<file path="config.mk">
export PLATFORM = sky130hd
export DESIGN_NAME = mmc3_irq_unit
export DESIGN_NICKNAME = d
export VERILOG_FILES = /design/src/rtl/mmc3_irq_unit.sv
export SDC_FILE = /design/constraint.sdc
export NUM_CORES = 1
export LEC_CHECK = 0
export ABC_CLOCK_PERIOD_IN_PS = 4300
export BUFFER_PORTS_ARGS = -buffer_cell sky130_fd_sc_hd__buf_2
export CORE_MARGIN = 10
export CORE_UTILIZATION = 32
export DETAILED_ROUTE_END_ITERATION = 12
export PLACE_DENSITY_LB_ADDON = 0.05
export REMOVE_ABC_BUFFERS = 1
export SETUP_SLACK_MARGIN = 0.15
export SYNTH_ARGS = -nofsm -noshare
export SYNTH_HDL_FRONTEND = slang
export SYNTH_SLANG_ARGS = --single-unit
</file>
<file path="constraint.sdc">
create_clock -name m2 -period 4.3 [get_ports m2]
set_input_delay 0.86 -clock m2 [delete_from_list [all_inputs] [get_ports m2]]
set_output_delay 0.86 -clock m2 [all_outputs]
set_load 0.005 [all_outputs]
</file>
<file path="src/rtl/mmc3_irq_unit.sv">
// MMC3-style scanline IRQ unit: filtered PPU A12 rising edges clock an
// 8-bit reloadable down-counter that raises an active-low IRQ at zero.
module mmc3_irq_unit #(
    parameter int A12_FILTER = 3,
    parameter bit ALT_IRQ    = 1'b0
) (
    input  logic        m2,
    input  logic        rst_n,
    input  logic        mapper_sel,
    input  logic        romsel,
    input  logic        cpu_rw_in,
    input  logic [14:0] cpu_addr_in,
    input  logic [7:0]  cpu_data_in,
    input  logic        ppu_a12,
    output logic        irq,
    output logic [7:0]  irq_counter
);

    localparam int LW = (A12_FILTER < 1) ? 1 : $clog2(A12_FILTER + 1);
    localparam logic [LW-1:0] LOW_MAX = LW'(A12_FILTER);

    logic          r_a12_meta;
    logic          r_a12_s;
    logic          r_a12_prev;
    logic [LW-1:0] r_low_cnt;
    logic [7:0]    r_latch;
    logic [7:0]    r_counter;
    logic          r_reload;
    logic          r_enable;
    logic          r_pending;
    logic          r_irq;

    logic          w_write;
    logic [2:0]    w_code;
    logic          w_event;
    logic [7:0]    w_latch_next;
    logic [7:0]    w_counter_next;
    logic          w_reload_next;
    logic          w_enable_next;
    logic          w_pending_next;
    logic [11:0]   w_unused_addr;

    assign w_write       = mapper_sel & ~romsel & ~cpu_rw_in;
    assign w_code        = {cpu_addr_in[14], cpu_addr_in[13], cpu_addr_in[0]};
    assign w_unused_addr = cpu_addr_in[12:1];
    assign w_event       = r_a12_s & ~r_a12_prev & (r_low_cnt >= LOW_MAX);

    // The event sees pre-write state; a same-edge register write then wins.
    always_comb begin
        w_latch_next   = r_latch;
        w_counter_next = r_counter;
        w_reload_next  = r_reload;
        w_enable_next  = r_enable;
        w_pending_next = r_pending;

        if (w_event) begin
            if ((r_counter == 8'd0) || r_reload) begin
                w_counter_next = r_latch;
                w_reload_next  = 1'b0;
            end else begin
                w_counter_next = r_counter - 8'd1;
            end
            if ((w_counter_next == 8'd0) && r_enable &&
                (!ALT_IRQ || (r_counter != 8'd0) || r_reload)) begin
                w_pending_next = 1'b1;
            end
        end

        if (w_write) begin
            case (w_code)
                3'b100: w_latch_next = cpu_data_in;
                3'b101: begin
                    w_counter_next = 8'd0;
                    w_reload_next  = 1'b1;
                end
                3'b110: begin
                    w_enable_next  = 1'b0;
                    w_pending_next = 1'b0;
                end
                3'b111: w_enable_next = 1'b1;
                default: ;
            endcase
        end
    end

    always_ff @(posedge m2) begin
        if (!rst_n) begin
            r_a12_meta <= 1'b0;
            r_a12_s    <= 1'b0;
            r_a12_prev <= 1'b0;
            r_low_cnt  <= '0;
        end else begin
            r_a12_meta <= ppu_a12;
            r_a12_s    <= r_a12_meta;
            r_a12_prev <= r_a12_s;
            if (r_a12_s) begin
                r_low_cnt <= '0;
            end else if (r_low_cnt < LOW_MAX) begin
                r_low_cnt <= r_low_cnt + 1'b1;
            end
        end
    end

    always_ff @(posedge m2) begin
        if (!rst_n) begin
            r_latch   <= 8'd0;
            r_counter <= 8'd0;
            r_reload  <= 1'b0;
            r_enable  <= 1'b0;
            r_pending <= 1'b0;
            r_irq     <= 1'b1;
        end else begin
            r_latch   <= w_latch_next;
            r_counter <= w_counter_next;
            r_reload  <= w_reload_next;
            r_enable  <= w_enable_next;
            r_pending <= w_pending_next;
            r_irq     <= ~w_pending_next;
        end
    end

    assign irq         = r_irq;
    assign irq_counter = r_counter;

endmodule

</file>
# Word level (Yosys, flattened, before mapping)
# Index checks and enable logic that the tools add are counted.
# word_totals
reg_bits	25
in_bits	29
out_inout_bits	9
elab_cells	49
# op_classes
n_addsub	2
magnitude_cmp	2
n_eq_ne	4
muxes	14
bitwise_logic	9
reduce_logical	8
# ops
cell	count
$mux W8	5
$logic_not A8 Y1	2
$eq A3 B3 Y1 const B	4
$mux W1	8
$sub A8 B1 Y8 const B	1
$not A1 Y1	5
$and A1 B1 Y1	4
$reduce_and A2 Y1	2
$add A2 B1 Y2 const B	1
$ge A2 B2 Y1 const B	1
$lt A2 B2 Y1 const B	1
$pmux W1 S2	1
$reduce_bool A2 Y1	1
$reduce_or A2 Y1	1
$logic_and A1 B1 Y1	1
$logic_or A1 B1 Y1	1

# Longest topological paths before layout
# logic_depth
word_depth	11
ltp_mapped	8
ltp_nobuf	7

# Worst setup path after synthesis
# Ideal clock, no wire load.
# synth_timing
path_kind	input port to flip-flop
from	in cpu_rw_in
to	reg r_latch[0]
setup_time_ps	116
arrival_time_ps	1810
required_ps	4184
path_slack_ps	2374
path_stages	5
n_path_buf	1
path_cell_list	nand4bb_1 > or3_1 > clkbuf_1 > mux2i_1 > nor2b_1
# synth_between
elab_chain_cells	3
# synth_lines
item	line_no	source
start, declared	11	input logic cpu_rw_in,
$not A1 Y1	43	assign w_write = mapper_sel & ~romsel & ~cpu_rw_in;
$and A1 B1 Y1	43	
$reduce_and A2 Y1 (no line)	n/a	
end signal, assigned	113	r_latch <= w_latch_next;
end, declared	26	logic [7:0] r_latch;
# Every way passes these cells.
# A chain may end at the register's enable or synchronous reset.

# Final worst setup path
# layout_timing
from	reg r_counter[0], in the netlist irq_counter[0]
to	reg r_pending
# layout_between
elab_chain_cells	10
elab_cells_between_ends	11
cone_classes	1 x add/sub; 6 x mux; 4 x reduce/logical
# layout_lines
item	line_no	source
start, declared	27	logic [7:0] r_counter;
start signal, assigned	114	r_counter <= w_counter_next;
parallel branches: the longest is 2 deep, another holds $sub A8 B1 Y8	n/a	
$mux W8 (*)	57	if ((r_counter == 8'd0) || r_reload) begin
$mux W8 (*)	56	if (w_event) begin
$logic_not A8 Y1 (*)	63	if ((w_counter_next == 8'd0) && r_enable &&
$logic_and A1 B1 Y1 (*)	63	
$mux W1 (*)	63	
$mux W1 (*)	56	
$mux W1	70	case (w_code)
$mux W1 (*)	69	if (w_write) begin
end signal, assigned	117	r_pending <= w_pending_next;
end, declared	30	logic r_pending;
# Mark *: on every way between the ends. The select of a mux whose other input is x is not followed.

==> metrics.txt <==
share of flip-flops with an asynchronous set or reset 0; number of synthesized flops with an enable pin 0; Final setup viols 0; Setup TNS 0 ns; Util after Layout 0.3777; ys flop type dfxtp_1; crit path time final approximately 2.3 ns; Worst setup endpoint r_pending$_SDFF_PN0_; Worst Path Max Fanout 14; die area between 6000 and 7000 um2; Antenna Cells 0; Synth area leaders dfxtp_1 39%, mux2i_1 7.8%, nor2b_1 5.3%, nand2_1 3.8%, nor2_1 3.2%; post-DP HPWL 2370 um; number of global-route vias before repair 1085; clock tree buffer depth 2; Routed Antenna Nets 0; Initial Util 0.3272; peak supply drop between 0.1 and 0.15 mV; First DRT Iteration DRCs 23; post-synth design cell area ~1300 um2; register area share after synthesis 0.3880; # resized after CTS 0; DRC 0; Worst setup SP type flip-flop; global-route wire length before repair about 5200 um; clock-pin slew on the worst setup and hold paths 0.10 ns; number of detailed-routing iterations run before antenna repair 4; Vias/cell 4.948; TritonCTS Buffers 3; Die Height roughly 83 um; top-area cell type share of the netlist area 0.3880; CORE AREA just under 4000 um2; critical path's slowest cell a21oi_2; RSZ-0062 raised after global routing false; Setup Skew around 0.01 ns; fmax around 0.44 GHz; worst reg2reg path endpoint r_pending$_SDFF_PN0_; CTS root buf clkbuf_8; latest clock arrival within the worst-skew pair about 0.28 ns; post-CTS setup buffers 0; wire length per cell roughly 14 um; GP Congestion approximately 0.74; final cycle utilization of the critical path 0.5238; Finished Cell Area between 1000 and 1500 um2; slew margin rel. 0.5580; layout cells sized above 1 0.2270; worst slew pin tran ~0.66 ns; reported max-cap violation count 0; overflow left after global routing 0; gr usage total 0.08753; # nets final between 150 and 200; CTS tree done; DP Area between 1000 and 1500 um2; hold violation count in the final report 0; H-Tree Depth 1; DR vias 1054; LEAKAGE ~0.00062 uW; Port Buf Inserts 25; Hold-fix buffers, CTS 0; pre-CTS WS 2.046 ns; Syn Inst Count around 140; #FFs+latches synth 25; largest net degree at the start of global routing 17; row count 23; Critical Path AT roughly 2.4 ns; Worst Setup SP irq_counter[0]$_SDFF_PN0_; placed cells roughly 210; IO Count 38; Slew Limit Fails 0; status completed; Area Overhead vs Synth 15.42%; Worst EP required around 4.5 ns; CP Class reg -> reg; syn avg cell area 9.149 um2; CTS sink count 25; CP Capture Type flip-flop; final wirelength just over 3000 um; Register-to-Register Setup Slack between 2 and 2.5 ns; Cell Pwr Density about 280 nW/um2; Reg2Reg Launch Point irq_counter[0]$_SDFF_PN0_; post-synth top area cell dfxtp_1; Synth cell types 41; initial antenna violation count 0; min-delay worst type reg -> reg; Die Span X roughly 83 um; Final WS setup between 2 and 2.5 ns; Finished Layout Cells ~210; slowest cell delay on critical path approximately 0.56 ns; Cell Chain, Critical Path inv_1 -> ha_1 -> nor3b_2 -> a21oi_2 -> mux2i_1 -> a211oi_2 -> a31o_1; R2R cell count 7; yosys warns 0
cells in the final DEF (no fill, tap or decap), types with 3 or more instances in the layout:
cell type / count
nor2b_1: 11
nor2_1: 11
buf_2: 25
clkbuf_8: 3
nand2_1: 13
and2_1: 4
mux2i_1: 10
ha_1: 3
dfxtp_1: 25
nor4_1: 4
nand3_1: 3
a21oi_1: 8
metal layers:
metal  part of all wire  global-route usage
met1               0.53              0.1207
met2               0.41              0.1264
met3              0.053             0.02832
met4             0.0075             0.02283
met5                  0                   0
how the worst min path moves through the flow:
stage | startpoint | endpoint | slack (ns) | cells past startpoint
after CTS | r_a12_meta$_SDFF_PN0_ | r_a12_s$_SDFF_PN0_ | 0.46 | 1
after global routing | r_a12_meta$_SDFF_PN0_ | r_a12_s$_SDFF_PN0_ | 0.47 | 1
after global placement | r_a12_meta$_SDFF_PN0_ | r_a12_s$_SDFF_PN0_ | 0.41 | 1
final | r_a12_meta$_SDFF_PN0_ | r_a12_s$_SDFF_PN0_ | 0.45 | 1
after floorplan | r_a12_meta$_SDFF_PN0_ | r_a12_s$_SDFF_PN0_ | 0.41 | 1
after detailed placement | r_a12_meta$_SDFF_PN0_ | r_a12_s$_SDFF_PN0_ | 0.43 | 1
power breakdown:
group / internal (uW) / total [uW] / switching, uW
clock network: 65.8 / 148 / 82.5
registers: 236 / 240 / 3.39
logic: 15.1 / 28.9 / 13.7
stage by stage:
step | total power (uW) | hold slack (ns)
after global placement | 272.5 | 0.4146
after floorplan | 260.4 | 0.4118
after CTS | 421.2 | 0.4553
final | 416.8 | 0.4504
after global routing | 441.1 | 0.4687
after detailed placement | 274.5 | 0.4304
cell families (layout without fill, tap and decap cells):
kind of cell	after synthesis	count (layout)	share of synthesized area
AND/OR/NAND/NOR	63	63	0.2910
adder cells (fa/ha/maj)	3	3	0.02910
flip-flops	25	25	0.3880
AO/OA/AOI/OAI	26	26	0.1416
buffers and inverters	9	31	0.03492
multiplexers	12	12	0.09506
XOR/XNOR	3	3	0.02037
final cells by class:
class,instances,area (um2)
fillers,425,2454
multi-input cells,107,744.5
flip-flops and latches,25,500.5
repair buffers,25,125.1
well taps,50,62.56
clock buffers,3,41.29
clock inverters,1,7.507
inverters,2,7.507
cells in the mapped netlist, types with 2 or more instances:
cell	n
dfxtp_1	25
nand2_1	13
nor2_1	11
nor2b_1	11
mux2i_1	10
a21oi_1	8
and2_1	4
nor4_1	4
buf_2	3
clkbuf_1	3
ha_1	3
nand3_1	3
a21o_1	2
a22oi_1	2
a31oi_1	2
inv_1	2
mux2_2	2
nand3b_1	2
nand4bb_1	2
nor3_1	2
nor3b_1	2
o211ai_1	2
o21a_1	2
o21ai_0	2
or3_1	2
xor2_1	2
critical path, delay by kind of cell, from the launching register on:
| kind | cells | cell delay [ns] |
|---|---|---|
| muxes | 1 | 0.36 |
| DFF | 1 | 0.42 |
| AOI/OAI and AO/OA | 3 | 0.87 |
| buffers and inverters | 1 | 0.11 |
| adders and majority gates | 1 | 0.21 |
| and+or+nand+nor | 1 | 0.17 |
(Power assumes the default switching activity.)
